**src/rtl/dma_pcis_rd_framer_pkg.sv**
```systemverilog
// Shared types for the DMA PCIS read framer: queued AR command record, framer
// state encoding and the fixed R response code.
package dma_pcis_rd_framer_pkg;

  localparam int CMD_ID_W  = 6;
  localparam int CMD_LEN_W = 8;

  // Default-width command record; the top builds its own from its parameters.
  typedef struct packed {
    logic [CMD_ID_W-1:0]  id;
    logic [CMD_LEN_W-1:0] len;
  } rd_cmd_t;

  typedef enum logic [0:0] {
    IDLE  = 1'b0,
    BURST = 1'b1
  } rd_state_e;

  localparam logic [1:0] RESP_OKAY = 2'b00;

endpackage

```
**src/rtl/dma_pcis_rd_framer_cmd_fifo.sv**
```systemverilog
// Small synchronous command FIFO with registered full/empty flags; a push and a
// pop may happen in the same cycle.
module rd_cmd_fifo
  import dma_pcis_rd_framer_pkg::*;
#(
  parameter int  DEPTH = 4,
  parameter type T     = rd_cmd_t
) (
  input  logic clk,
  input  logic rst,
  input  logic push,
  input  T     din,
  input  logic pop,
  output T     dout,
  output logic full,
  output logic empty,
  output logic full_next
);

  localparam int AW = (DEPTH > 1) ? $clog2(DEPTH) : 1;

  T               mem [DEPTH];
  logic [AW-1:0]  wr_ptr;
  logic [AW-1:0]  rd_ptr;
  logic [AW:0]    count;
  logic [AW:0]    count_next;
  logic           do_push;
  logic           do_pop;

  assign do_push = push & ~full;
  assign do_pop  = pop & ~empty;

  always_comb begin
    count_next = count;
    if (do_push && !do_pop) begin
      count_next = count + (AW+1)'(1);
    end else if (!do_push && do_pop) begin
      count_next = count - (AW+1)'(1);
    end
  end

  // full_next lets the owner register a ready flag that tracks occupancy exactly.
  assign full_next = (count_next == (AW+1)'(DEPTH));

  always_ff @(posedge clk or posedge rst) begin
    if (rst) begin
      wr_ptr <= '0;
      rd_ptr <= '0;
      count  <= '0;
      full   <= 1'b0;
      empty  <= 1'b1;
    end else begin
      if (do_push) wr_ptr <= wr_ptr + AW'(1);
      if (do_pop)  rd_ptr <= rd_ptr + AW'(1);
      count <= count_next;
      full  <= full_next;
      empty <= (count_next == '0);
    end
  end

  always_ff @(posedge clk) begin
    if (do_push) mem[wr_ptr] <= din;
  end

  assign dout = mem[rd_ptr];

endmodule

```
**src/rtl/dma_pcis_rd_framer.sv**
```systemverilog
// Frames the width converter's 512-bit stream into AXI4 R bursts, one burst per
// queued AR command, with the command's ID and a correctly placed rlast.
module dma_pcis_rd_framer
  import dma_pcis_rd_framer_pkg::*;
#(
  parameter int DATA_W   = 512,
  parameter int ID_W     = CMD_ID_W,
  parameter int ADDR_W   = 64,
  parameter int LEN_W    = CMD_LEN_W,
  parameter int AR_DEPTH = 4,
  parameter int CNT_W    = 32
) (
  input  logic              clk,
  input  logic              rst,
  input  logic [ID_W-1:0]   s_axi_arid,
  input  logic [ADDR_W-1:0] s_axi_araddr,
  input  logic [LEN_W-1:0]  s_axi_arlen,
  input  logic              s_axi_arvalid,
  output logic              s_axi_arready,
  output logic [ID_W-1:0]   s_axi_rid,
  output logic [DATA_W-1:0] s_axi_rdata,
  output logic [1:0]        s_axi_rresp,
  output logic              s_axi_rlast,
  output logic              s_axi_rvalid,
  input  logic              s_axi_rready,
  input  logic [DATA_W-1:0] s_axis_tdata,
  input  logic              s_axis_tvalid,
  output logic              s_axis_tready,
  output logic [CNT_W-1:0]  bursts_done,
  output logic              busy
);

  typedef struct packed {
    logic [ID_W-1:0]  id;
    logic [LEN_W-1:0] len;
  } cmd_t;

  localparam logic [0:0] ST_IDLE  = IDLE;
  localparam logic [0:0] ST_BURST = BURST;

  logic [0:0]       state;
  logic [ID_W-1:0]  cur_id;
  logic [LEN_W-1:0] beats_left;
  logic [CNT_W-1:0] burst_cnt;
  logic             ar_ready_q;
  cmd_t             push_cmd;
  cmd_t             head;
  logic             fifo_full;
  logic             fifo_empty;
  logic             fifo_full_next;
  logic             push;
  logic             pop;
  logic             in_burst;
  logic             beat;
  logic             last_beat;
  logic             unused_araddr;

  // Data is delivered in stream order, so the address carries no information.
  assign unused_araddr = ^s_axi_araddr;

  assign in_burst  = (state == ST_BURST);
  assign beat      = in_burst & s_axis_tvalid & s_axi_rready;
  assign last_beat = beat & (beats_left == '0);
  assign push      = s_axi_arvalid & ar_ready_q & ~fifo_full;
  assign pop       = ~fifo_empty & (~in_burst | last_beat);
  assign push_cmd  = '{id: s_axi_arid, len: s_axi_arlen};

  rd_cmd_fifo #(
    .DEPTH (AR_DEPTH),
    .T     (cmd_t)
  ) u_cmd_fifo (
    .clk       (clk),
    .rst       (rst),
    .push      (push),
    .din       (push_cmd),
    .pop       (pop),
    .dout      (head),
    .full      (fifo_full),
    .empty     (fifo_empty),
    .full_next (fifo_full_next)
  );

  // A pop on the last beat reloads the next command so bursts run back to back.
  always_ff @(posedge clk or posedge rst) begin
    if (rst) begin
      state      <= ST_IDLE;
      cur_id     <= '0;
      beats_left <= '0;
      burst_cnt  <= '0;
      ar_ready_q <= 1'b0;
    end else begin
      ar_ready_q <= ~fifo_full_next;
      if (pop) begin
        cur_id     <= head.id;
        beats_left <= head.len;
      end else if (beat && !last_beat) begin
        beats_left <= beats_left - LEN_W'(1);
      end
      if (last_beat) burst_cnt <= burst_cnt + CNT_W'(1);
      if (pop) begin
        state <= ST_BURST;
      end else if (last_beat) begin
        state <= ST_IDLE;
      end
    end
  end

  assign s_axi_arready = ar_ready_q;
  assign s_axi_rid     = cur_id;
  assign s_axi_rdata   = s_axis_tdata;
  assign s_axi_rresp   = RESP_OKAY;
  assign s_axi_rlast   = in_burst & (beats_left == '0);
  assign s_axi_rvalid  = in_burst & s_axis_tvalid;
  assign s_axis_tready = in_burst & s_axi_rready;
  assign bursts_done   = burst_cnt;
  assign busy          = in_burst | ~fifo_empty;

endmodule

```
**config.mk**
```make
export PLATFORM = sky130hd
export DESIGN_NAME = dma_pcis_rd_framer
export DESIGN_NICKNAME = d
export VERILOG_FILES = /design/src/rtl/dma_pcis_rd_framer_pkg.sv /design/src/rtl/dma_pcis_rd_framer_cmd_fifo.sv /design/src/rtl/dma_pcis_rd_framer.sv
export SDC_FILE = /design/constraint.sdc
export NUM_CORES = 1
export LEC_CHECK = 0
export BUFFER_PORTS_ARGS = -buffer_cell sky130_fd_sc_hd__buf_2
export CORE_AREA = 3 3 443 445
export CTS_BUF_LIST = sky130_fd_sc_hd__clkbuf_16
export DETAILED_ROUTE_END_ITERATION = 8
export DIE_AREA = 0 0 446 448
export SYNTH_ARGS = -nofsm -noshare
export SYNTH_HDL_FRONTEND = slang
export SYNTH_SLANG_ARGS = --single-unit
```
**constraint.sdc**
```tcl
create_clock -name clk -period 3 [get_ports clk]
set_clock_uncertainty 0.05 [all_clocks]
set_input_delay 0.45 -clock clk [delete_from_list [all_inputs] [get_ports clk]]
set_output_delay 0.45 -clock clk [all_outputs]
set_load 0.01 [all_outputs]
```
Word level (Yosys, flattened, before mapping)
Memory sizes are Yosys's and may differ from the RTL's.
Cells that the tools add are included.
{ "totals": {"ff_bits": 57, "ramBits": 56, "output_inout_bits": 557, "word_cells": 52, "n_memories": 1} }
{ "classes": {"n_addsub": 6, "n_eq_ne": 1, "n_mux": 8, "n_bitwise": 16, "reduce_logical": 10} }
{ "mem_list": {"columns": ["memory", "depth", "word_bits", "rd", "rd_clocked_by_memory_dff", "wr", "line_no", "rtl"], "rows": [
  ["u_cmd_fifo.mem", 4, 14, 1, 0, 1, "dma_pcis_rd_framer_cmd_fifo.sv:22", "T mem [DEPTH];"]
]} }
{ "op_table": {"columns": ["op", "n"], "rows": [
  ["32-bit by 1-bit adder with 32-bit output (second input constant)", 1],
  ["8-bit two-way mux", 2],
  ["1-bit AND", 10],
  ["8-bit logical NOT", 1],
  ["8-bit by 1-bit subtractor with 8-bit output (second input constant)", 1],
  ["3-bit two-way mux", 2],
  ["2-bit by 1-bit adder with 2-bit output (second input constant)", 2],
  ["1-bit two-way mux", 4],
  ["1-bit inverter", 4],
  ["2-bit nonzero test", 2],
  ["3-bit by 1-bit adder with 3-bit output (second input constant)", 1],
  ["3-bit equality test (second input constant)", 1],
  ["1-bit logical AND", 3],
  ["1-bit logical NOT", 3],
  ["3-bit logical NOT", 1],
  ["3-bit by 1-bit subtractor with 3-bit output (second input constant)", 1],
  ["1-bit bitwise OR", 2]
]} }

Depth between registers and ports, before layout
Gate-level depths: netlist (run 1).
{ "depth": {"depth_word": 11, "depth_mapped": 9, "mapped_depth_nobuf": 7} }

By module
From an unflattened synthesis (run 1), not the netlist that was laid out.
{ "hier_totals": {"hier_cells": 855, "hier_area_um2": 8719.6} }
{ "by_module_without_submodules": {"columns": ["mod", "instances", "cells_each", "area_each_um2", "seq_area_each_um2"], "rows": [
  ["dma_pcis_rd_framer", 1, 726, 6127.1, 1201.2],
  ["rd_cmd_fifo", 1, 129, 2592.5, 1908.1]
]} }

Worst setup path after synthesis (run 1)
OpenSTA, ideal clock, no wires.
{ "synth_path": {"path_type": "register -> register", "startpoint": "register beats_left[0]", "endpoint": "register ar_ready_q, in the netlist s_axi_arready", "setup_ns": 0.151, "t_arrival_ns": 2.120, "t_required_ns": 2.799, "path_slack_ns": 0.680, "path_stages_with_launch": 9, "synth_period_minus_slack_ns": 2.320, "path_cell_list": "dfrtp_1 -> inv_1 -> ha_1 -> or3b_2 -> or3_1 -> buf_6 -> a211oi_4 -> and3_4 -> o211ai_1"} }
{ "synth_via": {"elab_chain_len": 10, "elab_cells_between_ends": 12, "classes_between": "eq/ne (1); mux (2); bitwise (5); reduce/logical (4)"} }
{ "synth_lines": {"columns": ["item", "line_no", "rtl"], "rows": [
  ["from (decl)", "dma_pcis_rd_framer.sv:43", "logic [LEN_W-1:0] beats_left;"],
  ["from (signal assigned)", "dma_pcis_rd_framer.sv:95", "beats_left <= head.len;"],
  ["from (signal assigned)", "dma_pcis_rd_framer.sv:97", "beats_left <= beats_left - LEN_W'(1);"],
  ["8-bit logical NOT *", "dma_pcis_rd_framer.sv:63", "assign last_beat = beat & (beats_left == '0);"],
  ["1-bit AND *", "dma_pcis_rd_framer.sv:63", null],
  ["1-bit bitwise OR *", "dma_pcis_rd_framer.sv:65", "assign pop = ~fifo_empty & (~in_burst | last_beat);"],
  ["1-bit AND *", "dma_pcis_rd_framer.sv:65", null],
  ["1-bit AND *", "dma_pcis_rd_framer_cmd_fifo.sv:31", "assign do_pop = pop & ~empty;"],
  ["1-bit logical AND / 1-bit logical NOT (equally long branches)", "dma_pcis_rd_framer_cmd_fifo.sv:37, dma_pcis_rd_framer_cmd_fifo.sv:35", null],
  ["3-bit two-way mux / 1-bit logical AND (equally long branches)", "dma_pcis_rd_framer_cmd_fifo.sv:37, dma_pcis_rd_framer_cmd_fifo.sv:35", null],
  ["3-bit two-way mux *", "dma_pcis_rd_framer_cmd_fifo.sv:35", "if (do_push && !do_pop) begin"],
  ["3-bit equality test *", "dma_pcis_rd_framer_cmd_fifo.sv:43", "assign full_next = (count_next == (AW+1)'(DEPTH));"],
  ["1-bit inverter *", "dma_pcis_rd_framer.sv:92", "ar_ready_q <= ~fifo_full_next;"],
  ["to (signal assigned)", "dma_pcis_rd_framer.sv:92", null],
  ["to (decl)", "dma_pcis_rd_framer.sv:45", "logic ar_ready_q;"]
]} }
Every way passes the cells marked *; elsewhere a longest branch is shown, timed or not.
A chain may end at the register's enable or synchronous reset.

Final worst setup path (run 1)
{ "layout_path": {"startpoint": "register beats_left[2]", "endpoint": "output port s_axi_rlast"} }
{ "layout_via": {"elab_chain_len": 2} }
{ "layout_lines": {"columns": ["item", "line_no", "rtl"], "rows": [
  ["8-bit logical NOT", "dma_pcis_rd_framer.sv:112", "assign s_axi_rlast = in_burst & (beats_left == '0);"],
  ["1-bit AND", "dma_pcis_rd_framer.sv:112", null],
  ["to (decl)", "dma_pcis_rd_framer.sv:23", "output logic s_axi_rlast,"]
]} }
No other way between the ends.

==> results of run 1 <==
cell type report:
| cell class | instances | share of cell area |
|---|---|---|
| multi-input cells | 215 | 0.190 |
| clock inverters | 15 | 0.0180 |
| repair buffers | 71 | 0.0424 |
| well taps | 2526 | 0.352 |
| clock buffers | 17 | 0.0474 |
| flip-flops and latches | 113 | 0.346 |
| inverters | 9 | 0.00376 |
| diodes | 2 | 0.000557 |
power by group through the flow:
stage	logic [mW]	clock network (mW)	registers (mW)
floorplan	1.47	0	2.15
finish	1.08	2.03	2.19
CTS	1.12	2.10	2.19
global route	1.21	2.17	2.23
global placement	1.11	0	2.21
detailed placement	1.12	0	2.22
through the flow:
stage / power [mW] / instance area (um2) / instances / worst slack [ns]
floorplan: 3.61 / 8770 / 863 / 0.680
global placement: 3.32 / 8390 / 2934 / 0.529
detailed placement: 3.34 / 8390 / 2934 / 0.500
CTS: 5.42 / 8980 / 2966 / 0.432
global route: 5.61 / 8980 / 2966 / 0.364
finish: 5.29 / 8980 / 2968 / 0.452
cells in the mapped netlist, types with 10 or more instances:
master    count
buf_4       516
dfrtp_1      56
edfxtp_1     56
nand2_1      31
xnor2_1      31
nand3_1      18
mux4_2       14
and3_1       12
nand4_1      11
xor2_1       11
and2_1       10
cells by family after synthesis:
kind of cell | count (synthesis)
AOI/OAI and AO/OA | 22
and+or+nand+nor | 119
muxes | 21
buffers and inverters | 535
adders and majority gates | 9
xor gates and xnor gates | 42
other | 1
DFF | 113
layer usage:
metal,global-route usage,vias up,wire length (um)
met1,0.0347,1747,12700
met3,0.205,189,45500
met4,0.0599,10,7190
met5,0.00794,-,240
li1,-,1439,-
met2,0.249,994,73400
state kept, by name (all words and copies together) (netlist names):
name               cells
u_cmd_fifo.count       3
bursts_done           32
u_cmd_fifo.empty       1
s_axi_arready          1
beats_left             8
u_cmd_fifo.full        1
u_cmd_fifo.rd_ptr      2
in_burst               1
u_cmd_fifo.wr_ptr      2
s_axi_rid              6
u_cmd_fifo.mem        56
worst max-delay path, delay by kind of cell (launching register included):
family	cells	cell delay, ns
flip-flops	1	0.44
AND/OR/NAND/NOR	2	0.96
buffers and inverters	1	0.22
worst max-delay path by stage:
stage / startpoint / end / slack, ns
6_report: beats_left[2]$_DFFE_PP0P_ / s_axi_rlast / 0.45
5_1_grt: beats_left[0]$_DFFE_PP0P_ / s_axi_arready$_DFF_PP0_ / 0.36
4_1_cts: beats_left[2]$_DFFE_PP0P_ / s_axi_rlast / 0.43
3_5_place_dp: beats_left[0]$_DFFE_PP0P_ / s_axi_arready$_DFF_PP0_ / 0.50
3_3_place_gp: beats_left[0]$_DFFE_PP0P_ / s_axi_arready$_DFF_PP0_ / 0.53
2_1_floorplan: beats_left[0]$_DFFE_PP0P_ / s_axi_arready$_DFF_PP0_ / 0.68
==> run metrics, run 1 <==
Synth Register Bits 113; RSZ-0062 raised after global routing false; multi-input logic area 0.00171 mm2; Post-CTS Hold Fix Bufs 0; Resize count post-CTS 0; Final Cycle Share 0.849; most common cell after layout, fill and taps aside buf_2; switching part of the total 0.311; vias in the first global route 4274; Crit. End Element output port; required time of the critical path 2.50 ns; post-synthesis mux area share 0.0450; Slew HR 0.466; Yosys cell types 51; CP cell instances nor4_1 > and3_1 > buf_2; largest net degree at the start of global routing 36; register area 0.00311 mm2; initial antenna violation count 14; Avg Cell Area, Syn 10.2 um2; DIE AREA 0.200 mm2; sequential cell area fraction in the yosys report 0.355; row cnt 161; clk_lat worst skew 0.43 ns; drt drc 0; CTS Buf Count 17; fillers 22700; worst reg2reg path startpoint beats_left[0]$_DFFE_PP0P_; Fin. Hold Viols 0; CTS Root Cell clkbuf_16; Critical Path Fanout Max 6; CTS Sinks 113; CP Data Arrival Time 2.05 ns; detailed placement HPWL 132 mm; fmax 0.392 GHz; Leak Pwr 2.53 nW; combinational power share 0.204; DRT iter0 DRCs 287; simple-gate portion of the synthesized area 0.0758; CTS clk-pin slew, worst paths 0.06 ns; Final ANT Viol Nets 0; Mapped Cells 862; setup tns final 0 ns; Compound-Gate Fraction of Synth Area 0.0181; drt wl/cell 46.9 um; final setup fails 0; Async S/R FF share, synth 0.504; clock share of power 0.383; Pwr Density 589 mW/mm2; initial core utilization 0.0455; RePlAce Congestion 0.728; outcome finished, final reports clean; GR Overflow Total 0; Post-CTS Setup Bufs 0; crit path time final 2.55 ns; first-pass GRT wire length 148 mm; Worst Hold Class in2async; IO buf count 61; top cell type's share of synthesized area 0.442; GR Util All Layers 0.133; startpoint types register; DR vias/cell 1.48; adder-cell share of the synthesized area 0.0128; Max stage delay on crit path 0.69 ns; max_cap viols 0; Hold Slack 0.120 ns; Post-Syn Area 0.00876 mm2; DRT Wirelength 139 mm; DIE WIDTH 446 um; switching pwr 1.64 mW; Max clock buf depth 2; Final Core Density 0.0466; Cell Int Power 3.65 mW; Max Slew Vio Count 0; DR vias 4379; synth warn 0; layout cells sized above 1 0.309; largest area contributor in the netlist buf_4; Setup CP Type reg2out; FF-to-FF path depth 7; slowest CP cell nor4_1; CTS H-Tree Depth 4; CORE AREA 0.193 mm2; most frequent cells in the layout 61 x buf_2, 56 x dfrtp_1, 56 x edfxtp_1; area share of xor/xnor cells in the synthesized design 0.0420; Critical R2R Capture s_axi_arready$_DFF_PP0_; Most used DFF post-synth edfxtp_1; Pre-antenna DRT Iters 5; Worst VDD drop 0.343 mV; Ports 1152; R2R setup slack 0.49 ns; die span in y 448 um; sequential share of power 0.413; CTS tree built; largest family of logic cells by synthesized area buffers and inverters; ranking of synthesized cells by area buf_4 44%, edfxtp_1 19%, dfrtp_1 16%; Area Overhead vs Synth 2.47%; final net count 1031; EDFF count, synth 56; Worst-Margin Slew 0.799 ns
No activity file was read; power rests on OpenSTA's default activity.
==> inputs of run 2 (changes only) <==
--- a/config.mk
+++ b/config.mk
@@ -6,10 +6,10 @@
 export NUM_CORES = 1
 export LEC_CHECK = 0
 export BUFFER_PORTS_ARGS = -buffer_cell sky130_fd_sc_hd__buf_2
-export CORE_AREA = 3 3 443 445
+export CORE_AREA = 3 3 452 454
 export CTS_BUF_LIST = sky130_fd_sc_hd__clkbuf_16
 export DETAILED_ROUTE_END_ITERATION = 8
-export DIE_AREA = 0 0 446 448
+export DIE_AREA = 0 0 455 457
 export SYNTH_ARGS = -nofsm -noshare
 export SYNTH_HDL_FRONTEND = slang
 export SYNTH_SLANG_ARGS = --single-unit
==> constraint.sdc (replaced) <==
create_clock -name clk -period 2.2 [get_ports clk]
set_clock_uncertainty 0.05 [all_clocks]
set_input_delay 0.33 -clock clk [delete_from_list [all_inputs] [get_ports clk]]
set_output_delay 0.33 -clock clk [all_outputs]
set_load 0.01 [all_outputs]
==> run 2 against run 1 <==
The run now ends with setup timing left. Clock power rose by 47%. Flip-flop and latch count stayed put. Sequential share of layout area down 2.2 points. Cell count rose by 5.3%. Utilization rose by 0.14 points. Sequential power rose by 32%. Non-clock buffer count up 29. Combinational power grew 86%. Global-route usage grew 0.37 points. Highest routed layer unchanged.
==> run metrics, run 2 (same netlist as run 1, synthesis figures left out) <==
required time of the critical path 2.47 ns (-0.03 ns); combinational power share 0.255 (+0.051); Worst-Margin Slew 0.676 ns (-0.123 ns); Critical Path Fanout Max 4 (-2); Max clock buf depth 2 (unchanged); clk_lat worst skew 0.42 ns (about the same); multi-input logic area 0.00182 mm2 (+6.7%); FF-to-FF path depth 8 (+1); RSZ-0062 raised after global routing true; startpoint types register; GR Overflow Total 0 (unchanged); DR vias 4533 (+3.5%); first-pass GRT wire length 159 mm (+7.2%); max_cap viols 0 (unchanged); failing checks setup timing; initial core utilization 0.0438 (-0.00170); Pwr Density 820 mW/mm2 (+39%); Final Cycle Share 1.04; CTS Root Cell clkbuf_16; DIE WIDTH 455 um (+2.0%); layout cells sized above 1 0.382 (+0.0726); Ports 1152 (unchanged); Area Overhead vs Synth 9.58%; IO buf count 61 (unchanged); Final ANT Viol Nets 0 (unchanged); drt wl/cell 47.6 um (+1.6%); fillers 23500 (+3.5%); drt drc 0 (unchanged); Final WS setup -0.0895 ns (-0.541 ns); Max Slew Vio Count 0 (unchanged); switching part of the total 0.296 (-0.0145); setup tns final -0.800 ns (-0.800 ns); CP Data Arrival Time 2.56 ns (+0.51 ns); DRT iter0 DRCs 285 (-0.70%); DIE AREA 0.208 mm2 (+4.1%); crit path time final 2.29 ns; Biggest register u_cmd_fifo.mem; Leak Pwr 2.74 nW (+8.5%); max reg flops 56 (unchanged); final net count 1060 (+2.8%); Slew HR 0.549 (+0.0826); fmax 0.437 GHz; DRT Wirelength 149 mm (+7.0%); CTS Buf Count 17 (unchanged); Setup CP Type reg2reg; R2R setup slack -0.09 ns (-0.58 ns); Crit. End Element register; largest net degree at the start of global routing 25 (-31%); GR Util All Layers 0.137 (+0.00369); initial antenna violation count 17 (+3); register area 0.00311 mm2 (unchanged); most common cell after layout, fill and taps aside buf_2; Finished Layout Cells 3126 (+5.3%); final setup fails 18 (+18); Pre-antenna DRT Iters 4 (-1); Hold Path Cell Cnt 1; most frequent cells in the layout 61 x buf_2, 56 x dfrtp_1, 56 x edfxtp_1; Worst Hold Class in2reg; Worst VDD drop 0.459 mV (+34%); switching pwr 2.33 mW (+42%); vias in the first global route 4400 (+2.9%); row cnt 164 (+1.9%); Placed Instances 3088 (+5.2%); CTS Sinks 113 (unchanged); Cell Int Power 5.55 mW (+52%); sequential share of power 0.366 (-0.047); CTS clk-pin slew, worst paths 0.06 ns (about the same); RePlAce Congestion 0.800 (+10%); DP Worst Slack -0.148 ns (-0.648 ns); outcome finished, violations left; CTS H-Tree Depth 4 (unchanged); clock share of power 0.379 (-0.004); die span in y 457 um (+2.0%); detailed placement HPWL 142 mm (+7.8%); DR vias/cell 1.45 (-1.7%); CTS tree built; Fin. Hold Viols 0 (unchanged); CORE AREA 0.200 mm2 (+3.9%)
==> run 2: cell count changes in the layout (fill, tap and decap cells not counted), moves of 3 or more <==
cell | before | now
buf_4 | 10 | 28
buf_12 | 0 | 5
buf_6 | 0 | 5
inv_8 | 4 | 0
nor2_1 | 9 | 5
nor2_4 | 0 | 4
bufinv_16 | 1 | 4
==> run 2: worst paths after layout <==
| kind | from | end |
|---|---|---|
| setup reg to reg | beats_left[0]$_DFFE_PP0P_ | bursts_done[20]$_DFFE_PP0P_ |
| hold / removal | s_axi_arlen[5] | u_cmd_fifo.mem[2][5]$_DFFE_PP_ |
| setup / recovery | beats_left[0]$_DFFE_PP0P_ | bursts_done[20]$_DFFE_PP0P_ |
| min in group asynchronous | rst | bursts_done[20]$_DFFE_PP0P_ |
| hold reg to reg | u_cmd_fifo.empty$_DFF_PP1_ | in_burst$_DFFE_PP0P_ |
| max in group asynchronous | rst | beats_left[6]$_DFFE_PP0P_ |
==> run 2: worst max-delay path, stage by stage, from the launching register on <==
cell and delay (ns):
dfrtp_1 0.39, inv_2 0.09, ha_4 0.13, or3b_4 0.39, or3_4 0.42, nor3_4 0.27, buf_2 0.19, nand2_1 0.08
xnor2_1 0.19
==> run 2: power by group through the flow <==
stage | Sequential [mW] | Clock (mW) | Combinational, mW
finish | 2.88 | 2.98 | 2.01
global route | 2.94 | 3.15 | 2.22
CTS | 2.89 | 3.07 | 2.03
detailed placement | 2.92 | 0 | 1.96
global placement | 2.91 | 0 | 1.95
floorplan | 2.93 | 0 | 2.01
==> run 2: final cells by class <==
class | count | share of cell area
Clock buffer | 17 | 0.0443
Tap cell | 2656 | 0.346
Inverter | 9 | 0.00352
Antenna cell | 1 | 0.000261
Sequential cell | 113 | 0.324
Multi-Input combinational cell | 215 | 0.189
Timing Repair Buffer | 100 | 0.0710
Clock inverter | 15 | 0.0218
==> run 2: repair_timing <==
item / 4_1_cts / 5_1_grt
pin swaps: 11 / 10
setup endpoints to repair: 41 / 46
buffers inserted: 1 / 2
gates resized for setup: 18 / 14
hold buffers: 1 / 0
hold endpoints to repair: 19 / 0
cloned: 1 / 0
==> run 2: through the flow <==
stage          hold slack, ns  total power, mW    util  instance area, um2
2_1_floorplan           0.379             4.93       -                8770
3_3_place_gp            0.423             4.86  0.0440                8800
3_5_place_dp            0.424             4.89  0.0440                8800
4_1_cts                0.0524             7.99  0.0476                9520
5_1_grt                0.0553             8.31  0.0480                9600
6_report               0.0722             7.88  0.0480                9600
==> run 2: metal layers <==
metal | vias up | track usage | routed length (um)
li1 | 1494 | - | -
met1 | 1884 | 0.0315 | 12000
met2 | 1001 | 0.292 | 89300
met3 | 136 | 0.187 | 43600
met4 | 18 | 0.0302 | 3590
met5 | - | 0.00583 | 202
==> inputs of run 3 (changes only) <==
--- a/config.mk
+++ b/config.mk
@@ -10,6 +10,7 @@
 export CTS_BUF_LIST = sky130_fd_sc_hd__clkbuf_16
 export DETAILED_ROUTE_END_ITERATION = 8
 export DIE_AREA = 0 0 455 457
+export PLACE_DENSITY_LB_ADDON = 0.12
 export SYNTH_ARGS = -nofsm -noshare
 export SYNTH_HDL_FRONTEND = slang
 export SYNTH_SLANG_ARGS = --single-unit
==> run 3 against run 2 <==
The run still ends with setup timing left. Register-to-register slack lost 0.02 ns. Highest routed layer unchanged. Power grew 3.2%. Count of clock-buffer cells in the layout is the same. Die area is the same. Sequential power is essentially flat. Worst hold slack lost 0.016 ns.
==> run metrics, run 3 (same netlist as run 1, synthesis figures left out) <==
outcome finished, violations left; failing checks setup timing; layout cells sized above 1 0.407 (+0.0257); startpoint types register; combinational power share 0.267 (+0.012); Hold Slack 0.0560 ns (-0.0163 ns); drt drc 0 (unchanged); DRT Wirelength 142 mm (-4.6%); Worst VDD drop 0.425 mV (-7.4%); Final WS setup -0.111 ns (-0.0211 ns); Pwr Density 818 mW/mm2 (-0.34%); initial antenna violation count 3 (-14); CTS clk-pin slew, worst paths 0.07 ns (about the same); IO buf count 61 (unchanged); RePlAce Congestion 0.869 (+8.6%); Area Overhead vs Synth 13.4%; most frequent cells in the layout 60 x buf_2, 56 x dfrtp_1, 56 x edfxtp_1; largest net degree at the start of global routing 26 (+4.0%); Final Cycle Share 1.05 (+0.00960); FF-to-FF path depth 9 (+1); CORE AREA 0.200 mm2 (unchanged); CP Data Arrival Time 2.61 ns (+0.05 ns); first-pass GRT wire length 152 mm (-4.0%); most common cell after layout, fill and taps aside buf_2; Finished Layout Cells 3145 (+0.61%); CTS Buf Count 17 (unchanged); Final ANT Viol Nets 0 (unchanged); clock share of power 0.380 (about the same); required time of the critical path 2.50 ns (+0.03 ns); Finished Cell Area 0.00994 mm2 (+3.5%); hold path start s_axi_arlen[7]; final net count 1077 (+1.6%); Crit. End Element register; DIE AREA 0.208 mm2 (unchanged); Ports 1152 (unchanged); Critical path buffers and inverters 3 (+1); fillers 23600 (+0.12%); max_cap viols 0 (unchanged); Slew HR 0.641 (+0.0915); sequential share of power 0.352 (-0.014); initial core utilization 0.0438 (unchanged); GR Util All Layers 0.130 (-0.00649); Final Core Density 0.0497 (+0.00169); drt wl/cell 45.2 um (-5.1%); switching part of the total 0.308 (+0.0121); CTS Sinks 113 (unchanged); Max stage delay on crit path 0.46 ns (+0.04 ns); max reg flops 56 (unchanged); GR Overflow Total 0 (unchanged); DR vias/cell 1.47 (+1.5%); Worst Hold Class in2reg; Top Family by Delay on Critical Path simple AND/OR/NAND/NOR gates; fmax 0.433 GHz (-0.91%); switching pwr 2.51 mW (+7.4%); Leak Pwr 2.90 nW (+5.7%); Post-DP Area 0.00885 mm2 (+0.60%); Critical R2R Capture bursts_done[13]$_DFFE_PP0P_; detailed placement HPWL 134 mm (-5.9%); Cell Int Power 5.62 mW (+1.4%); Critical Path Fanout Max 6 (+2); CTS tree built; DRT iter0 DRCs 314 (+10%); slowest CP cell or3_4; clk_lat worst skew 0.46 ns (+0.04 ns); CP cell instances inv_2 > ha_4 > or3b_4 > or3_4 > nor3_4 > buf_6 > buf_8 > nand3_4 > xnor2_2; DP Worst Slack -0.213 ns (-0.0652 ns); DR vias 4628 (+2.1%); Max Slew Vio Count 0 (unchanged); setup tns final -1.38 ns (-0.577 ns); Worst-Margin Slew 0.538 ns (-0.138 ns); vias in the first global route 4519 (+2.7%); Pre-antenna DRT Iters 6 (+2); row cnt 164 (unchanged); CTS Root Cell clkbuf_16; Biggest register u_cmd_fifo.mem; R2R setup slack -0.11 ns (-0.02 ns); worst reg2reg path startpoint beats_left[1]$_DFFE_PP0P_; RSZ-0062 raised after global routing true; final setup fails 32 (+14); DIE WIDTH 455 um (unchanged); Worst setup endpoint bursts_done[13]$_DFFE_PP0P_; Fin. Hold Viols 0 (unchanged); crit path time final 2.31 ns (+0.0211 ns); Worst path depth 9 (+1); Placed Instances 3090 (+0.065%); die span in y 457 um (unchanged); Max clock buf depth 2 (unchanged); PnR Total Power 8.13 mW (+3.2%); Setup CP Type reg2reg; start point of the critical path beats_left[1]$_DFFE_PP0P_; CTS H-Tree Depth 4 (unchanged)
run 3: cell count changes in the layout (fill, tap and decap cells not counted), sizes merged:
| cell | change |
|---|---|
| clkinv | -1 |
| dlygate4sd3 | +10 |
| nand2 | +1 |
| diode | +2 |
| inv | +1 |
| buf | +6 |
run 3: area by class of cell:
class | count | area (um2) | area share
timing repair buffer | 116 | 883 | 0.0888
sequential | 113 | 3110 | 0.313
tap | 2656 | 3320 | 0.334
clock buffer | 17 | 425 | 0.0428
inverter | 9 | 33.8 | 0.00340
clock inverter | 15 | 204 | 0.0205
antenna | 3 | 7.51 | 0.000755
multi-input combinational | 216 | 1960 | 0.197
run 3: how the worst min path moves through the flow:
stage / endpoint / slack [ns] / cells past startpoint
2_1_floorplan: u_cmd_fifo.mem[0][0]$_DFFE_PP_ / 0.38 / 0
3_3_place_gp: beats_left[2]$_DFFE_PP0P_ / 0.40 / 2
3_5_place_dp: beats_left[2]$_DFFE_PP0P_ / 0.37 / 2
4_1_cts: u_cmd_fifo.mem[2][11]$_DFFE_PP_ / 0.0005 / 1
5_1_grt: u_cmd_fifo.mem[3][7]$_DFFE_PP_ / 0.01 / 1
6_report: u_cmd_fifo.mem[2][7]$_DFFE_PP_ / 0.06 / 1
run 3: routing by layer:
metal | global-route usage | up-vias | part of all wire
met5 | 0.0431 | - | 0.0091
met4 | 0.0130 | 16 | 0.0083
met3 | 0.243 | 57 | 0.39
met2 | 0.202 | 1018 | 0.44
met1 | 0.0552 | 2006 | 0.15
li1 | - | 1531 | -
run 3: repair_timing:
item | CTS | global route
hold buffers | 11 | 0
resized for setup | 20 | 38
endpoints found under the setup margin | 54 | 39
setup buffers | 6 | 2
pin swaps | 12 | 17
cloned | 1 | 1
hold endpoints to repair | 50 | 0
run 3: power groups by stage:
stage	clock, mW	sequential, mW	combinational (mW)
final	3.09	2.86	2.17
after CTS	3.29	2.87	2.22
after global routing	3.34	2.91	2.41
after detailed placement	0	2.91	2.09
after floorplan	0	2.93	2.01
after global placement	0	2.92	2.12
run 3: worst register-to-register path, cell delays in order, from the launching register on:
cell     delay (ns)
dfrtp_1        0.39
inv_2          0.09
ha_4           0.13
or3b_4         0.40
or3_4          0.46
nor3_4         0.19
buf_6          0.14
buf_8          0.12
nand3_4        0.08
xnor2_2        0.15
